## src/rtl/sap_fetch_sequencer.sv

```systemverilog
// SAP fetch stage: one-hot T-state ring, program counter and sticky halt.
// Strobes are decoded combinationally from the registered ring.
module sap_fetch_sequencer #(
    parameter int ADDR_W = 4,
    parameter int NUM_T  = 6
) (
    input  logic              clk,
    input  logic              reset,
    input  logic              halt_req,
    input  logic              instr_done,
    input  logic              jump_en,
    input  logic [ADDR_W-1:0] jump_addr,
    output logic [ADDR_W-1:0] pc_out,
    output logic              mar_load,
    output logic              pc_inc,
    output logic              ir_load,
    output logic [NUM_T-1:0]  t_state,
    output logic              halted
);

    typedef enum logic [0:0] {S_RUN, S_HALT} mode_t;

    mode_t             mode, mode_n;
    logic [NUM_T-1:0]  ring, ring_n;
    logic [ADDR_W-1:0] pc, pc_n;
    logic              exec;

    localparam logic [NUM_T-1:0] T1 = NUM_T'(1);

    assign exec = |ring[NUM_T-1:3];

    always_ff @(posedge clk) begin
        if (!reset) begin
            mode <= S_RUN;
            ring <= T1;
            pc   <= '0;
        end else begin
            mode <= mode_n;
            ring <= ring_n;
            pc   <= pc_n;
        end
    end

    always_comb begin
        mode_n = mode;
        ring_n = ring;
        pc_n   = pc;
        if (mode == S_RUN) begin
            ring_n = {ring[NUM_T-2:0], ring[NUM_T-1]};
            if (ring[1])
                pc_n = pc + 1'b1;
            // Jump lands even when the instruction also halts or ends early.
            if (exec) begin
                if (jump_en)
                    pc_n = jump_addr;
                if (halt_req) begin
                    ring_n = '0;
                    mode_n = S_HALT;
                end else if (instr_done) begin
                    ring_n = T1;
                end
            end
        end
    end

    assign pc_out   = pc;
    assign t_state  = ring;
    assign halted   = (mode == S_HALT);
    assign mar_load = ring[0];
    assign pc_inc   = ring[1];
    assign ir_load  = ring[2];

endmodule

```

## config.mk

```make
export PLATFORM = sky130hd
export DESIGN_NAME = sap_fetch_sequencer
export DESIGN_NICKNAME = d
export VERILOG_FILES = /design/src/rtl/sap_fetch_sequencer.sv
export SDC_FILE = /design/constraint.sdc
export NUM_CORES = 1
export LEC_CHECK = 0
export CAP_MARGIN = 15
export CORE_MARGIN = 3
export CORE_UTILIZATION = 30
export DETAILED_ROUTE_END_ITERATION = 16
export PLACE_DENSITY_LB_ADDON = 0.08
export SLEW_MARGIN = 20
export SYNTH_ARGS = -nofsm -noshare
export SYNTH_HDL_FRONTEND = slang
export SYNTH_SLANG_ARGS = --single-unit
```

## constraint.sdc

```tcl
create_clock -name clk -period 2.1 [get_ports clk]
set_clock_uncertainty 0.1 [all_clocks]
set_input_delay 0.42 -clock clk [delete_from_list [all_inputs] [get_ports clk]]
set_output_delay 0.42 -clock clk [all_outputs]
set_load 0.02 [all_outputs]
```

# [Word-level counts from Yosys, hierarchy flattened]
# Cells that the tools add are included.
[totals] wordCells=14 reg_bits=11 out_inout_bits=14 input_bits=9
[op_classes] n_reduce_logical=1 mux=9 addsub=1
[op_table] op="$mux W6" count=3
[op_table] op="$mux W4" count=3
[op_table] op="$add A4 B1 Y4 const B" count=1
[op_table] op="$mux W1" count=3
[op_table] op="$reduce_or A3 Y1" count=1

# [Depth between registers and ports, before layout]
# Gate-level depths: netlist of run 1.
[logic_depth] ltp_word=4 mapped_depth=4 depth_no_buf=4

# [Least setup slack after synthesis of run 1]
# Ideal clock, no wire load.
[synth_path] path_kind="register -> register" from="register ring[3], in the netlist t_state[3]" to="register pc[2], in the netlist pc_out[2]" period_less_slack_ns=1.623 arrival_time_ns=1.447 stages_incl_launch_ff=4 n_path_buf=0 path_slack_ns=0.477 setup_time_ns=0.077 t_required_ns=1.923 path_cell_list="dfxtp_1 -> o31ai_4 -> or4b_1 -> a41oi_2"
[synth_via] elab_chain_len=2
[synth_lines] element="start: declaration" line_no="24" rtl="logic [NUM_T-1:0] ring, ring_n;"
[synth_lines] element="start signal: assignment" line_no="39" rtl="ring <= ring_n;"
[synth_lines] element="$reduce_or A3 Y1" line_no="30" rtl="assign exec = |ring[NUM_T-1:3];"
[synth_lines] element="$mux W4" line_no="53" rtl="if (exec) begin"
[synth_lines] element="end signal: assignment" line_no="40" rtl="pc <= pc_n;"
[synth_lines] element="end: declaration" line_no="25" rtl="logic [ADDR_W-1:0] pc, pc_n;"
# No other way between the ends.
# A chain may end at the register's enable or synchronous reset.

# [Worst setup path in the final report of run 1]
[layout_path] from="register ring[5], in the netlist t_state[5]" to="output t_state[5]"
[layout_lines] element="end: declaration" line_no="17" rtl="output logic [NUM_T-1:0] t_state,"
# No word-level cell between the ends.

==> results of run 1 <==
[worst paths after layout]
| check | startpoint | end | cells past startpoint |
|---|---|---|---|
| worst max-delay path | t_state[5] | t_state[5] | 1 |
| worst min-delay path | t_state[2] | t_state[3] | 2 |
| worst max register to register | t_state[3] | pc_out[2] | 3 |
| worst min register to register | t_state[2] | t_state[3] | 2 |
[registers in the layout (all words and copies together) (netlist names)]
register / count
halted: 1
pc_out: 4
t_state: 6
[through the flow]
stage / hold slack (ns) / std cells
final: 0.3952 / 114
after global routing: 0.4597 / 114
after detailed placement: 0.4006 / 110
after global placement: 0.3905 / 110
after floorplan: 0.4570 / 66
after CTS: 0.4080 / 114
[area by class of cell]
| class | instances | area (sq um) | share of cell area, % |
|---|---|---|---|
| Clock buffer | 4 | 26.28 | 3.187 |
| Inverter | 4 | 15.01 | 1.821 |
| Multi-Input combinational cell | 46 | 296.5 | 35.96 |
| Sequential cell | 11 | 220.2 | 26.71 |
| Tap cell | 25 | 31.28 | 3.794 |
| Timing Repair Buffer | 24 | 235.2 | 28.53 |
[cell usage in the layout, fill, tap and decap left out, types with 2 or more instances in the layout]
cell	instances
a21oi_1	5
buf_4	2
clkbuf_4	3
clkdlybuf4s50_1	22
dfxtp_1	11
inv_1	4
mux2i_1	2
nand2_1	11
nand3_1	6
o21ai_0	3
o22ai_1	2
or4b_1	2
[cell families (layout without fill, tap and decap cells)]
logic type                 after synthesis  count (layout)
AOI/OAI and AO/OA                       17              17
adders and majority gates                1               1
buffers and inverters                    9              32
DFF                                     11              11
muxes                                    2               2
and+or+nand+nor                         26              26
[power by group through the flow]
stage / registers [uW] / clock network, uW / logic, uW
after floorplan: 246 / 0 / 39.2
after global placement: 236 / 0 / 96.9
after detailed placement: 236 / 0 / 96.8
after CTS: 231 / 149 / 97.5
after global routing: 233 / 162 / 104
final: 230 / 143 / 96.4
[layer usage]
layer	vias up	global-route usage (%)
li1	284	-
met1	256	15.07
met2	13	18.53
met3	2	5.810
met4	0	7.109
met5	-	0
==> impl_metrics.csv, run 1 <==
group,metric,value,unit
synth,async_flop_share,0,%
timing,tightest_slew,0.4141,ns
cts,cts-resized-gates,0,
placed_design,placed_cell_area,798.3,sq um
critical_path,cp_max_fo,6,
synth,ys_seq_elements,11,
routing,avgViaCountPerCell,4.868,
placed_design,gp_congestion,0.7889,
synth,syn_nets,76,
routing,wl_per_cell,11.40,um
cts,cts_sinks,11,
critical_path,end_kind,"output port",
synth,synth_top_family_by_area,"simple AND/OR/NAND/NOR gates",
critical_path,crit_required,1.58,ns
timing,layout_setup_ws,0.1923,ns
grt,globalRouteOverflowTotal,0,
synth,synth-edff-count,0,
critical_path,cp.buffers_inverters,1,
grt,antenna_found_initial,0,
die,rows,15,
synth,synthAdderAreaFrac,2.227,%
routing,drtIter0Drc,13,
cts,clk_pin_slew,0.07,ns
timing,slew_viol_final,0,
status,status,"finished, final reports clean",
synth,synth_xor_area_share,0,%
synth,synth_cell_type_count,26,
routing,wl_met3,72,um
synth,synth_ff_type,"dfxtp_1",
die,start_util,32.19,%
pwr,leakagePower,0.0002996,uW
pwr,p_int,342.9,uW
layout,fill_cells,170,
die,dieArea,0.002428,sq mm
synth,ys_seq_area_share,39.20,%
die,die_h,49.28,um
critical_path,timing.reg2reg.setup_slack,0.45,ns
cts,cts_max_level,1,
die,core_area,0.001745,sq mm
die,ios,23,
job,maxCapViolations,0,
cts,cts_buffer_depth,2,
critical_path,criticalPathCategory,"reg2out",
layout,area.growth.synth_to_final,46.77,%
pwr,power.density,570.2,mW/mm^2
placed_design,pre_cts_ws,0.2759,ns
grt,track_usage,12.66,%
pwr,p_sw,127.2,uW
timing,tns,0,ns
critical_path,cp-start-kind,"register",
timing,fmax,524.2,MHz
synth,syn_area,561.8,sq um
pwr,sw_frac_of_total,27.07,%
synth,synth_top_area_share,39.20,%
die,dieWidth,49.28,um
synth,synth_area_leaders,"dfxtp_1 39%, nand2_1 7.3%, nand3_1 5.3%",
synth,synthSimpleGateAreaFrac,23.61,%
synth,synth.area.mux_share,3.563,%
layout,layout-drive-gt1-share,10.11,%
placed_design,numPortBuffers,22,
layout,finalNetCount,100,
routing,vias,555,
critical_path,cp.arrival,1.39,ns
timing,period_share,90.84,%
routing,routed-wl-met2,611,um
cts,cts_made_buffers,3,
grt,grt_max_degree,14,
synth,yosysWarningCount,0,
routing,ant_nets,0,
grt,grt_pass1_vias,496,
routing,routed_wl,1.300,mm
layout,diodes,0,
routing,highest_layer,"met4",
synth,synth_compound_area_share,23.39,%
layout,final_area,824.5,sq um
timing,relSlewSlack,72.39,%
critical_path,path_cells,"clkdlybuf4s50_1",
timing,grt_setup_unrepaired,"false",
pwr,power.share.clock,30.5,%
synth,yosys-top-cells-count,"11 x dfxtp_1, 11 x nand2_1, 6 x nand3_1",
critical_path,critPathTopFamily,"buffers and inverters",
cts,clkLatencyLatePin,0.27,ns
routing,wl_met1,600,um
timing,setup_viol,0,
cts,postCtsSetupBuffers,0,
worst_hold_path,min_path_type,"reg2reg",
routing,drc,0,
synth,syn_inst,66,
pwr,total_power,470.1,uW
timing,period_needed,1.908,ns
synth,avgSynthCellArea,8.512,sq um
grt,grt_pass1_wl,2.304,mm
cts,postCtsHoldBufs,0,
critical_path,slowest_stage,"clkdlybuf4s50_1",
pwr,power_frac_comb,20.5,%
synth,yosysTopAreaCell,"dfxtp_1",
pwr,power_frac_seq,49.0,%
layout,final_util,47.24,%
cts,cts_root_buf,"clkbuf_4",
placed_design,post-dp-hpwl,997,um
pwr,peakVddDrop,0.3179,mV
timing,finalHoldViolCount,0,
routing,first_pass_iters,4,
critical_path,cp_slowest_stage_delay,0.65,ns
cts,tritoncts,"yes",
Note: power is estimated with default switching activity, not from simulation.
==> inputs of run 2 (changes only) <==
--- a/config.mk
+++ b/config.mk
@@ -6,10 +6,10 @@
 export NUM_CORES = 1
 export LEC_CHECK = 0
 export CAP_MARGIN = 15
-export CORE_MARGIN = 3
 export CORE_UTILIZATION = 30
 export DETAILED_ROUTE_END_ITERATION = 16
 export PLACE_DENSITY_LB_ADDON = 0.08
+export REMOVE_ABC_BUFFERS = 1
 export SLEW_MARGIN = 20
 export SYNTH_ARGS = -nofsm -noshare
 export SYNTH_HDL_FRONTEND = slang
==> run 2 against run 1 <==
- sequential share of layout area stayed put
- register-to-register slack worse by 0.02 ns
- global-route usage is 2.6 points higher
- count of clock-buffer cells in the layout stayed put
- combinational power hardly changed
- maximum frequency is 0.66% lower
- first-iteration DRC count is 69% lower
==> impl_metrics.csv, run 2 (synthesis results as in run 1) <==
group,metric,value,unit
layout,finalNetCount,100,
layout,layout-drive-gt1-share,10.11,%
pwr,peakVddDrop,0.2478,mV
critical_path,r2r_cells,3,
placed_design,numPortBuffers,22,
routing,avgViaCountPerCell,4.789,
placed_design,gp_congestion,0.7486,
timing,tightest_slew,0.4171,ns
job,maxCapViolations,0,
die,ios,23,
timing,period_share,91.44,%
timing,layout_setup_ws,0.1797,ns
layout,area.growth.synth_to_final,46.77,%
routing,ant_nets,0,
die,dieArea,0.002050,sq mm
routing,drtIter0Drc,4,
cts,postCtsSetupBuffers,0,
grt,antenna_found_initial,0,
critical_path,worst-path-stages,1,
critical_path,critPathTopFamily,"buffers and inverters",
die,rows,15,
die,core_area,0.001745,sq mm
timing,relSlewSlack,72.20,%
critical_path,cp.buffers_inverters,1,
critical_path,criticalPathCategory,"reg2out",
critical_path,end_kind,"output port",
placed_design,post-dp-hpwl,920.2,um
cts,cts-resized-gates,0,
critical_path,path_cells,"clkdlybuf4s50_1",
critical_path,slowest_stage,"clkdlybuf4s50_1",
cts,clk_pin_slew,0.07,ns
grt,globalRouteOverflowTotal,0,
timing,tns,0,ns
timing,setup_viol,0,
timing,finalHoldViolCount,0,
critical_path,cp_max_fo,6,
critical_path,cp-start-kind,"register",
layout,diodes,0,
critical_path,cp.arrival,1.40,ns
cts,cts_buffer_depth,2,
cts,cts_sinks,11,
grt,grt_pass1_vias,517,
cts,tritoncts,"yes",
critical_path,crit_required,1.58,ns
pwr,power.density,577.8,mW/mm^2
cts,cts_max_level,1,
layout,most-common-layout-cells,"22 x clkdlybuf4s50_1, 11 x nand2_1, 11 x dfxtp_1, 6 x nand3_1, 5 x a21oi_1",
die,dieWidth,45.28,um
layout,final_common_cell,"clkdlybuf4s50_1",
die,die_h,45.28,um
routing,drc,0,
grt,track_usage,15.27,%
layout,largest_reg_flops,6,
status,status,"finished, final reports clean",
routing,first_pass_iters,4,
grt,grt_max_degree,14,
timing,fmax,520.8,MHz
routing,wl_per_cell,11.44,um
critical_path,cp_slowest_stage_delay,0.66,ns
timing,grt_setup_unrepaired,"false",
grt,grt_pass1_wl,2.201,mm
timing,period_needed,1.920,ns
die,start_util,32.19,%
timing,slew_viol_final,0,
cts,postCtsHoldBufs,0,
cts,clkLatencyLatePin,0.27,ns
cts,cts_root_buf,"clkbuf_4",
routing,vias,546,
placed_design,pre_cts_ws,0.2600,ns
routing,routed_wl,1.304,mm
worst_hold_path,min_path_type,"reg2reg",
cts,cts_made_buffers,3,
worst_hold_path,min_delay_path_depth,2,
layout,fill_cells,180,
pwr,leakagePower,0.0002996,uW
==> run 2: cell counts in the layout (fill, tap and decap cells not counted) <==
Identical to the previous run, type by type.
==> run 2: final timing paths <==
kind	endpoint	start	slack [ns]
max	t_state[5]	t_state[5]	0.18
min	t_state[1]	t_state[0]	0.40
max reg2reg	pc_out[2]	t_state[3]	0.43
min reg2reg	t_state[1]	t_state[0]	0.40
==> run 2: layout make-up <==
type / count / area [sq um] / share of cell area [%]
clock buffer: 4 / 26.28 / 3.187
timing repair buffer: 24 / 235.2 / 28.53
multi-input combinational: 46 / 296.5 / 35.96
inverter: 4 / 15.01 / 1.821
sequential: 11 / 220.2 / 26.71
tap: 25 / 31.28 / 3.794
==> run 2: per-stage QoR <==
stage | hold slack [ns] | cells | util [%] | cell area, sq um | total power [uW]
final | 0.3950 | 114 | 47.24 | 824.5 | 476.4
after global routing | 0.4168 | 114 | 47.24 | 824.5 | 502.7
after CTS | 0.4000 | 114 | 47.24 | 824.5 | 484.0
after detailed placement | 0.3862 | 110 | 45.73 | 798.3 | 332.1
after global placement | 0.3863 | 110 | 45.73 | 798.3 | 332.3
after floorplan | 0.4113 | 61 | - | 531.8 | 277.4
==> run 2: layer usage <==
layer | wire length [um] | vias up | global-route usage [%]
li1 | - | 281 | -
met1 | 633 | 251 | 19.51
met2 | 605 | 12 | 23.19
met3 | 53 | 2 | 2.400
met4 | 12 | 0 | 10.91
met5 | 0 | - | 0
==> run 2: power breakdown <==
| group | internal [uW] | switching, uW | total [uW] |
|---|---|---|---|
| logic | 50.8 | 45.4 | 96.2 |
| clock network | 73.5 | 76.0 | 149 |
| registers | 218 | 12.3 | 231 |
==> inputs of run 3 (changes only) <==
--- a/config.mk
+++ b/config.mk
@@ -8,6 +8,7 @@
 export CAP_MARGIN = 15
 export CORE_UTILIZATION = 30
 export DETAILED_ROUTE_END_ITERATION = 16
+export GPL_ROUTABILITY_DRIVEN = 0
 export PLACE_DENSITY_LB_ADDON = 0.08
 export REMOVE_ABC_BUFFERS = 1
 export SLEW_MARGIN = 20
==> results of run 3 <==
Final layout, timing and power as in run 2 (identical DEF).
